`config.mk`:
```
export PLATFORM = sky130hd
export DESIGN_NAME = line_fetch_arbiter
export DESIGN_NICKNAME = d
export VERILOG_FILES = /design/src/rtl/line_fetch_arbiter.sv
export SDC_FILE = /design/constraint.sdc
export NUM_CORES = 1
export LEC_CHECK = 0
export BUFFER_PORTS_ARGS = -buffer_cell sky130_fd_sc_hd__buf_4
export CAP_MARGIN = 20
export CORE_ASPECT_RATIO = 1.2
export CORE_MARGIN = 2
export CORE_UTILIZATION = 32
export DETAILED_ROUTE_END_ITERATION = 6
export GPL_ROUTABILITY_DRIVEN = 0
export HOLD_SLACK_MARGIN = 0.06
export PLACE_DENSITY_LB_ADDON = 0.12
export REMOVE_ABC_BUFFERS = 1
export SYNTH_ARGS = -nofsm -noshare
export SYNTH_HDL_FRONTEND = slang
export SYNTH_SLANG_ARGS = --single-unit
```
`constraint.sdc`:
```
create_clock -name clk_in -period 3.6 [get_ports clk_in]
set_clock_uncertainty 0.15 [all_clocks]
set_input_delay 1.08 -clock clk_in [delete_from_list [all_inputs] [get_ports clk_in]]
set_output_delay 1.08 -clock clk_in [all_outputs]
set_load 0.1 [all_outputs]
```
`src/rtl/line_fetch_arbiter.sv`:
```
// Framebuffer port arbiter for a 720p upscaler. During the horizontal blank
// it reads one 320-pixel source row into a line-buffer bank. At all other
// times the port serves renderer writes.
module line_fetch_arbiter #(
    parameter int PIXEL_WIDTH = 16,
    parameter int FB_LATENCY  = 2
) (
    input  logic                   clk_in,
    input  logic                   rst_in,
    input  logic [10:0]            hcount_in,
    input  logic [9:0]             vcount_in,
    input  logic                   wr_valid_in,
    input  logic [15:0]            wr_addr_in,
    input  logic [PIXEL_WIDTH-1:0] wr_data_in,
    output logic                   wr_ready_out,
    output logic [15:0]            fb_addr_out,
    output logic                   fb_we_out,
    output logic [PIXEL_WIDTH-1:0] fb_din_out,
    input  logic [PIXEL_WIDTH-1:0] fb_dout_in,
    output logic                   lb_we_out,
    output logic                   lb_bank_out,
    output logic [8:0]             lb_addr_out,
    output logic [PIXEL_WIDTH-1:0] lb_data_out,
    output logic                   disp_bank_out,
    output logic                   overrun_out
);

    localparam int unsigned LAT     = FB_LATENCY;
    localparam int unsigned CNT_W   = (FB_LATENCY > 1) ? $clog2(FB_LATENCY) : 1;
    localparam logic [CNT_W-1:0] DRAIN_LAST = CNT_W'(FB_LATENCY - 1);
    localparam logic [15:0]  FB_WORDS = 16'd57600;
    localparam logic [8:0]   LAST_COL = 9'd319;

    typedef enum logic [1:0] {IDLE, FETCH, DRAIN} state_t;

    state_t                 state;
    logic [15:0]            base;
    logic [8:0]             col;
    logic                   fill_bank;
    logic [CNT_W-1:0]       drain_cnt;

    logic [LAT-1:0]         pipe_valid;
    logic [LAT-1:0]         pipe_bank;
    logic [8:0]             pipe_col [LAT];

    logic                   trigger;
    logic [7:0]             fetch_row;
    logic [15:0]            row_base;
    logic                   wr_accept;
    logic [15:0]            addr_q;
    logic [PIXEL_WIDTH-1:0] din_q;

    // Fetch trigger decode and row base address (row*320 = row*256 + row*64)
    always_comb begin
        trigger   = (hcount_in == 11'd1280) &&
                    (((vcount_in[1:0] == 2'd3) && (vcount_in < 10'd719)) ||
                     (vcount_in == 10'd749));
        fetch_row = (vcount_in == 10'd749) ? 8'd0 : 8'((vcount_in + 10'd1) >> 2);
        row_base  = {fetch_row, 8'd0} + {2'd0, fetch_row, 6'd0};
    end

    // Port mux: a fetch read owns the port, otherwise an accepted write;
    // when neither is active the last address/data are held.
    always_comb begin
        wr_ready_out  = (state == IDLE) && !trigger && !rst_in;
        wr_accept     = wr_valid_in && wr_ready_out;
        fb_we_out     = wr_accept && (wr_addr_in < FB_WORDS);
        fb_din_out    = wr_accept ? wr_data_in : din_q;
        if (state == FETCH)
            fb_addr_out = base + {7'd0, col};
        else if (wr_accept)
            fb_addr_out = wr_addr_in;
        else
            fb_addr_out = addr_q;
        disp_bank_out = vcount_in[2];
        lb_we_out     = pipe_valid[LAT-1];
        lb_bank_out   = pipe_bank[LAT-1];
        lb_addr_out   = pipe_col[LAT-1];
        lb_data_out   = fb_dout_in;
    end

    // Hold the last port address/data between transactions
    always_ff @(posedge clk_in) begin
        if (rst_in) begin
            addr_q <= '0;
            din_q  <= '0;
        end else begin
            addr_q <= fb_addr_out;
            din_q  <= fb_din_out;
        end
    end

    // Fetch FSM: IDLE -> FETCH (320 reads) -> DRAIN (read latency) -> IDLE
    always_ff @(posedge clk_in) begin
        if (rst_in) begin
            state       <= IDLE;
            base        <= '0;
            col         <= '0;
            fill_bank   <= 1'b0;
            drain_cnt   <= '0;
            overrun_out <= 1'b0;
        end else begin
            if (trigger && (state != IDLE))
                overrun_out <= 1'b1;
            case (state)
                IDLE: begin
                    if (trigger) begin
                        state     <= FETCH;
                        base      <= row_base;
                        col       <= '0;
                        fill_bank <= fetch_row[0];
                    end
                end
                FETCH: begin
                    if (col == LAST_COL) begin
                        state     <= DRAIN;
                        drain_cnt <= '0;
                    end else begin
                        col <= col + 9'd1;
                    end
                end
                DRAIN: begin
                    if (drain_cnt == DRAIN_LAST)
                        state <= IDLE;
                    else
                        drain_cnt <= drain_cnt + 1'b1;
                end
                default: state <= IDLE;
            endcase
        end
    end

    // Delay each read's column and bank by the framebuffer latency so the
    // line-buffer write lines up with the returning data.
    always_ff @(posedge clk_in) begin
        if (rst_in) begin
            pipe_valid <= '0;
            pipe_bank  <= '0;
            for (int unsigned i = 0; i < LAT; i++)
                pipe_col[i] <= '0;
        end else begin
            pipe_valid[0] <= (state == FETCH);
            pipe_bank[0]  <= fill_bank;
            pipe_col[0]   <= col;
            for (int unsigned i = 1; i < LAT; i++) begin
                pipe_valid[i] <= pipe_valid[i-1];
                pipe_bank[i]  <= pipe_bank[i-1];
                pipe_col[i]   <= pipe_col[i-1];
            end
        end
    end

endmodule

```
==> results.toml, run 1 <==
[drt]
dr.pass1.iters = 4
drtAntennaViolNets = 0
vias_per_cell = 5.05
vias = 4213
wl_per_cell_um = 15.4
wl_um = 12900
drc = 0
drt-initial-drc-count = 203

[global_route]
busiest_layer = "met2"
antenna_found_initial = 0
gr-usage-all-layers = 0.180
grt_pass1_wl_um = 20200
grt_use_met3 = 0.0407
use_met1 = 0.211
use_met2 = 0.319
grt_max_degree = 85
gr-total-overflow = 0
first_global_vias = 4140

[clock_network]
ctsHoldBuffers = 0
cts_buffers = 9
cts.clk_slew.worst_paths_ps = 60
cts.sinks = 77
insertion_delay_ps = 340
cts_htree_levels = 3
cts.path.max_buffers = 2
cts_tree = "built"
root_buffer = "clkbuf_16"

[synthesis]
synth_ff_type = "dfxtp_1"
yosysSeqAreaShare = 0.360
synth_area_um2 = 4280
avgSynthCellArea_um2 = 8.61
async_flop_share = 0
synth_cells = 497
synth-edff-count = 0
ys_seq_elements = 77
yosysWarnings = 0
synth_cell_type_count = 59

[power_and_ir_drop]
switching_power_w = 0.000816
internal_power_w = 0.00174
vdd_ir_drop_max_mv = 0.178
pwr-share-clk = 0.365
swShare = 0.319
seq_power_share = 0.343
pwr-share-comb = 0.292
leakage_nw = 2.87
power_density_nw_per_um2 = 368

[floorplan]
dieArea_um2 = 14300
die_w_um = 110
ios = 135
row_count = 46
die_h_um = 131
fp.coreArea_um2 = 13100
initial_core_util = 0.326

[flow_run]
cap_violations = 0

[final_layout]
final_cells = 835
num-fill-cells = 1187
layout.nets = 746
drive_gt1_frac = 0.448
register_area_um2 = 1540
multiInputGateArea_um2 = 2750
layout_commonest_cell = "buf_4"
finalCoreUtilization = 0.531
synthToLayoutAreaGrowth_pct = 62.6
most-common-layout-cells = "161 x buf_4, 77 x dfxtp_1, 45 x nor2_1, 38 x a21oi_1, 37 x nand2_1"
antennaDiodeCount = 0

[outcome]
violations = "setup timing"
status = "complete, but fails checks"

[critical_path]
worstSetupEndpointType = "output pin"
worstPathArrival_ps = 2830
worst-endpoint-required_ps = 2370
path_max_fanout = 4
crit_type = "in2out"
start_kind = "input pin"

[hold_path]
hold_path.class = "reg2reg"

[sta]
max_freq_mhz = 246
slew_viol_final = 0
timing.final.crit_share = 1.13
slew_headroom = 0.361
fin_ws_ps = -462
finalHoldViolCount = 0
grt_setup_unrepaired = "yes"
holdWs_ps = 287
final.min_clock_period_ps = 4060
setup_viol = 34
tightest_slew_ps = 959

[placed_design]
dpl.cell_count = 795
portBuffers = 102
dpl.hpwl_um = 8480
## per-stage QoR
step / total power, W / area (um2) / setup slack (ps) / setup TNS, ps
final: 0.00256 / 6960 / -462 / -14000
after global placement: 0.00149 / 5610 / -580 / -17130
after floorplan: 0.00127 / 3930 / -2930 / -68170
after detailed placement: 0.00149 / 5610 / -609 / -18740
after global routing: 0.00266 / 6960 / -499 / -15670
after CTS: 0.00254 / 6730 / -512 / -14620
## final timing paths
check	from	to	slack, ps	cells past startpoint
worst min register to register	pipe_col[0][5]	pipe_col[0][14]	290	1
worst min-delay path	pipe_col[0][5]	pipe_col[0][14]	290	1
worst max register to register	base[6]	addr_q[12]	1320	8
worst max-delay path	vcount_in[2]	fb_addr_out[11]	-460	10
## cell usage after synthesis, drive strengths merged, types with 3 or more instances
cell | n | area (um2)
nor4 | 3 | 33.8
a31o | 3 | 26.3
nand4 | 3 | 18.8
dfxtp | 77 | 1540
buf | 41 | 284
a2111oi | 16 | 253
or3 | 9 | 56.3
nor3 | 18 | 90.1
nand3 | 23 | 115
xor2 | 7 | 61.3
nand2 | 43 | 164
nor2 | 46 | 173
nor4b | 3 | 32.5
and4 | 4 | 35.0
a21oi | 39 | 195
clkbuf | 18 | 67.6
nor2b | 22 | 138
xnor2 | 8 | 70.1
o21ai | 22 | 110
and3 | 4 | 25.0
inv | 5 | 18.8
a211o | 3 | 26.3
ha | 10 | 125
a21o | 4 | 30.0
mux2i | 7 | 70.1
nand3b | 7 | 52.6
a211oi | 21 | 158
## layout make-up
cell class                 count  area share
clock buffer                  10      0.0343
clock inverter                 6      0.0101
inverter                       5     0.00270
multi-input combinational    356       0.395
sequential                    77       0.221
tap                          168      0.0302
timing repair buffer         213       0.307
## worst max-delay path, cell delays in order
cell and delay [ps]:
buf_6 100, a211o_1 320, a311oi_4 270, o31a_1 170
buf_6 110, buf_8 120, buf_8 120, nor3_4 50
a211oi_4 270, buf_12 210
## registers in the layout, summed over array words and instances (netlist names)
name         flops
addr_q          16
base            10
col              9
din_q           16
drain_cnt        1
overrun_out      1
pipe_bank        2
pipe_col        18
pipe_valid       2
state            2
## layer usage
layer | vias to the layer above | wire length [um] | share of wire
li1 | 2102 | - | -
met1 | 1974 | 5360 | 0.42
met2 | 114 | 6560 | 0.51
met3 | 23 | 624 | 0.049
met4 | 0 | 311 | 0.024
met5 | - | 0 | 0
## power by group through the flow
stage / registers, W / clock network [W] / logic (W)
final: 0.000878 / 0.000934 / 0.000747
after global routing: 0.000878 / 0.000993 / 0.000785
after CTS: 0.000877 / 0.000960 / 0.000708
after detailed placement: 0.000896 / 0 / 0.000598
after global placement: 0.000895 / 0 / 0.000593
after floorplan: 0.000895 / 0 / 0.000373
## what timing repair did
item / CTS / global route
resized for setup: 134 / 62
cloned: 4 / 1
buffers inserted: 15 / 10
endpoints found under the setup margin: 34 / 38
pin swaps: 33 / 27
## logic make-up after synthesis
family / after synthesis / synth area share
buffers and inverters: 64 / 0.0865
adders and majority gates: 12 / 0.0386
AOI/OAI and AO/OA: 131 / 0.239
and+or+nand+nor: 191 / 0.229
xor gates and xnor gates: 15 / 0.0307
muxes: 7 / 0.0164
DFF: 77 / 0.360
(Power assumes the default switching activity.)
==> inputs of run 2 (changes only) <==
- PLACE_DENSITY: not set -> 0.56
- PLACE_DENSITY_LB_ADDON: 0.12 -> not set
==> run 2 against run 1 <==
The run still ends with setup timing left; first-iteration DRC count decreased by 15%; total power down 3.4%; cell count is 0.72% higher; fmax is 1.2% lower; worst setup slack got worse by 49 ps; die area did not move; worst hold slack got worse by 1.5 ps; sequential power about the same; routed wire length grew 6.4%; global-route usage increased by 1.0 points; largest power group is now registers.
==> results.toml, run 2 (synthesis results as in run 1) <==
[final_layout]
fin_area_um2 = 7260
layout.nets = 752
num-fill-cells = 1093
reg.largest.list = "pipe_col: 18 flops, addr_q: 16 flops, din_q: 16 flops"
most-common-layout-cells = "162 x buf_4, 77 x dfxtp_1, 46 x nor2_1, 39 x a21oi_1, 33 x buf_12"
layout_commonest_cell = "buf_4"
largest_reg_flops = 18
drive_gt1_frac = 0.513
synthToLayoutAreaGrowth_pct = 69.5
antennaDiodeCount = 0
largest-register = "pipe_col"
finalCoreUtilization = 0.553

[clock_network]
cts_buffers = 9
insertion_delay_ps = 330
cts.sinks = 77
cts_tree = "built"
cts.clk_slew.worst_paths_ps = 60
cts_htree_levels = 3
root_buffer = "clkbuf_16"
cts.path.max_buffers = 2

[sta]
max_freq_mhz = 243
tightest_slew_ps = 857
slew_headroom = 0.429
finalHoldViolCount = 0
setup_viol = 34
grt_setup_unrepaired = "yes"
fin_ws_ps = -510
slew_viol_final = 0
timing.final.crit_share = 1.14
final.min_clock_period_ps = 4110

[flow_run]
cap_violations = 0

[floorplan]
initial_core_util = 0.326
dieArea_um2 = 14300
die_h_um = 131
fp.coreArea_um2 = 13100
die_w_um = 110
ios = 135
row_count = 46

[hold_path]
hold_path.class = "reg2reg"

[critical_path]
worstPathArrival_ps = 2880
cp_cell_sequence = "buf_6 > buf_4 > nand3_2 > nor4_4 > buf_6 > o31ai_4 > nand2_4 > buf_12 > buf_16 > a211oi_4 > buf_12"
max_stage_delay_ps = 380
start_kind = "input pin"
crit_type = "in2out"
critical_path.slowest_cell = "o31ai_4"
path_max_fanout = 5
worst-endpoint-required_ps = 2370
worstSetupEndpointType = "output pin"

[global_route]
gr-total-overflow = 0
grt_pass1_wl_um = 21400
gr-usage-all-layers = 0.190
grt_max_degree = 77
antenna_found_initial = 0
first_global_vias = 4367

[power_and_ir_drop]
leakage_nw = 2.92
power_density_nw_per_um2 = 341
vdd_ir_drop_max_mv = 0.199

[drt]
dr.pass1.iters = 5
drtAntennaViolNets = 0
wl_um = 13700
vias_per_cell = 5.15
vias = 4331
drc = 0
drt-initial-drc-count = 173
wl_per_cell_um = 16.3

[outcome]
status = "complete, but fails checks"
violations = "setup timing"

[placed_design]
portBuffers = 102
place_ws_ps = -602
dpl.hpwl_um = 8770
placed_cell_area_um2 = 5550
[run 2: cell types whose count changed in the layout (fill, tap and decap cells not counted), sizes merged]
cell,change
buf,+5
bufinv,-1
clkbuf,+1
clkinv,-1
clkinvlp,+2
[run 2: timing repair]
action,in CTS,in global routing
resized for setup,228,42
cloned,4,0
setup endpoints to repair,34,36
setup buffers,29,6
pin swaps,36,21
hold buffers,0,0
[run 2: layer usage]
| layer | vias to the layer above | share of wire | global-route usage |
|---|---|---|---|
| met5 | - | 0 | 0 |
| met4 | 0 | 0.020 | 0.0640 |
| met3 | 18 | 0.049 | 0.0402 |
| met2 | 139 | 0.55 | 0.363 |
| met1 | 2063 | 0.38 | 0.205 |
| li1 | 2111 | - | - |
[run 2: area by class of cell]
| class | count | area (um2) | share of cell area |
|---|---|---|---|
| clock buffers | 10 | 229 | 0.0316 |
| clock inverters | 6 | 38.8 | 0.00534 |
| inverters | 5 | 18.8 | 0.00259 |
| multi-input cells | 356 | 3020 | 0.416 |
| flip-flops and latches | 77 | 1540 | 0.212 |
| well taps | 168 | 210 | 0.0290 |
| repair buffers | 219 | 2200 | 0.303 |
[run 2: worst paths after layout]
path	to	from	cells after the start	slack, ps
setup / recovery	fb_addr_out[11]	vcount_in[3]	11	-510
hold / removal	pipe_valid[1]	pipe_valid[0]	1	290
setup reg to reg	addr_q[12]	base[6]	8	1370
hold reg to reg	pipe_valid[1]	pipe_valid[0]	1	290
[run 2: per-stage QoR]
stage	setup TNS, ps	power, W	hold WS (ps)	cells
6_report	-13200	0.00247	286	841
5_1_grt	-15450	0.00257	302	841
4_1_cts	-12850	0.00246	289	841
3_5_place_dp	-18350	0.00150	275	792
3_3_place_gp	-17100	0.00149	272	792
2_1_floorplan	-68170	0.00127	264	438
[run 2: critical path: cells and delay by family]
family	cells	cell delay [ps]
compound gates	2	670
buf+inv	6	850
simple gates	3	260
[run 2: report_power, final]
part / leakage, nW / total [W] / switching [W] / internal [W]
logic: 2.16 / 0.000784 / 0.000459 / 0.000324
clock network: 0.129 / 0.000807 / 0.000342 / 0.000465
registers: 0.625 / 0.000881 / 0.00000785 / 0.000873
total: 2.92 / 0.00247 / 0.000810 / 0.00166
==> inputs of run 3 (changes only) <==
- CTS_CLUSTER_SIZE: not set -> 28
- REMOVE_ABC_BUFFERS: 1 -> not set
==> run 3 against run 2 <==
The run still ends with setup timing left; clock power is 14% higher; combinational power is 2% higher; worst hold slack worse by 4.1 ps; sequential share of layout area is 0.47 points lower; critical path type unchanged; largest power group is now clock.
==> results.toml, run 3 (synthesis results as in run 1) <==
[outcome]
status = "complete, but fails checks"
violations = "setup timing"

[drt]
dr.pass1.iters = 4
wl_per_cell_um = 16.3
wl_um = 13700
vias = 4316
drtAntennaViolNets = 0
drt-initial-drc-count = 267
drc = 0
vias_per_cell = 5.14

[final_layout]
num-fill-cells = 1165
layout_commonest_cell = "buf_4"
largest-register = "pipe_col"
synthToLayoutAreaGrowth_pct = 73.3
final_cells = 839
antennaDiodeCount = 0
layout.nets = 750
reg.largest.list = "pipe_col: 18 flops, addr_q: 16 flops, din_q: 16 flops"
drive_gt1_frac = 0.504
largest_reg_flops = 18
most-common-layout-cells = "159 x buf_4, 77 x dfxtp_1, 46 x nor2_1, 39 x buf_12, 38 x a21oi_1"

[global_route]
grt_pass1_wl_um = 21200
gr-total-overflow = 0
antenna_found_initial = 0
gr-usage-all-layers = 0.190
first_global_vias = 4399
grt_max_degree = 84

[power_and_ir_drop]
pwr-share-clk = 0.353
vdd_ir_drop_max_mv = 0.241
seq_power_share = 0.339
pwr-share-comb = 0.308
leakage_nw = 2.96
switching_power_w = 0.000832
internal_power_w = 0.00177
swShare = 0.320
power_density_nw_per_um2 = 350

[placed_design]
portBuffers = 102
place_ws_ps = -560
dpl.hpwl_um = 9220
dpl.cell_count = 795

[floorplan]
row_count = 46
fp.coreArea_um2 = 13100
die_w_um = 110
die_h_um = 131
ios = 135
dieArea_um2 = 14300
initial_core_util = 0.326

[synthesis]
synth_nets = 581

[sta]
slew_viol_final = 0
tightest_slew_ps = 942
max_freq_mhz = 249
final.min_clock_period_ps = 4010
holdWs_ps = 282
fin_ws_ps = -412
finalHoldViolCount = 0
slew_headroom = 0.372
setup_viol = 34
timing.final.crit_share = 1.11
grt_setup_unrepaired = "yes"

[flow_run]
cap_violations = 0

[critical_path]
worstSetupEndpointType = "output pin"
start_kind = "input pin"
worst-endpoint-required_ps = 2370
worstPathArrival_ps = 2780
path_max_fanout = 7
crit_type = "in2out"

[hold_path]
hold_path.class = "reg2reg"

[clock_network]
insertion_delay_ps = 340
cts.path.max_buffers = 2
cts.sinks = 77
cts_tree = "built"
cts_buffers = 9
root_buffer = "clkbuf_16"
cts.clk_slew.worst_paths_ps = 60
cts_htree_levels = 3
run 3: changes by cell type in the layout (fill, tap and decap cells not counted), moves of 3 or more:
cell      delta
nand2_4      +9
o21ai_0      +6
o21ai_2      -7
o21ai_4      +3
a211oi_2     -6
nand2_2     -11
a211oi_4     +5
buf_12       +6
buf_6        -3
buf_4        -3
run 3: area by class of cell:
type | count | area [um2] | area share
Multi-Input combinational cell | 356 | 3120 | 0.420
Timing Repair Buffer | 217 | 2230 | 0.301
Sequential cell | 77 | 1540 | 0.208
Clock buffer | 11 | 243 | 0.0327
Tap cell | 168 | 210 | 0.0283
Clock inverter | 5 | 60.1 | 0.00809
Inverter | 5 | 18.8 | 0.00253
run 3: through the flow:
stage | utilization | instance area (um2) | setup TNS (ps) | power (W)
6_report | 0.566 | 7420 | -12120 | 0.00260
5_1_grt | 0.566 | 7420 | -13970 | 0.00270
4_1_cts | 0.546 | 7170 | -12120 | 0.00260
3_5_place_dp | 0.465 | 6100 | -16260 | 0.00157
3_3_place_gp | 0.465 | 6100 | -15230 | 0.00156
2_1_floorplan | - | 4750 | -17820 | 0.00144
run 3: power groups by stage:
stage | sequential [W] | clock [W] | combinational [W]
floorplan | 0.000896 | 0 | 0.000540
global placement | 0.000897 | 0 | 0.000662
detailed placement | 0.000897 | 0 | 0.000669
CTS | 0.000879 | 0.000934 | 0.000788
global route | 0.000882 | 0.000976 | 0.000840
finish | 0.000881 | 0.000916 | 0.000801
run 3: path summary, 6_finish.rpt:
| kind | startpoint | to | slack, ps | depth (start not counted) |
|---|---|---|---|---|
| setup / recovery | vcount_in[2] | wr_ready_out | -410 | 9 |
| hold / removal | pipe_col[0][0] | pipe_col[0][9] | 280 | 1 |
| hold reg to reg | pipe_col[0][0] | pipe_col[0][9] | 280 | 1 |
| setup reg to reg | base[6] | addr_q[12] | 1340 | 8 |
run 3: critical path, stage by stage:
cell and delay, ps:
buf_6 70, a211o_1 150, a311oi_4 120, o31a_4 380
clkbuf_16 190, buf_6 110, buf_6 110, nor4_4 270
buf_6 270
run 3: what timing repair did:
item	in CTS	in global routing
cloned	2	2
buffers inserted	14	10
pin swaps	8	18
hold buffers	0	0
gates resized for setup	150	26
setup endpoints to repair	35	38
run 3: layer usage:
metal / track usage / vias to the layer above / routed length, um
met4: 0.0640 / 0 / 275
met2: 0.357 / 104 / 7430
met1: 0.210 / 2090 / 5500
li1: - / 2101 / -
met3: 0.0382 / 21 / 494
met5: 0 / - / 0
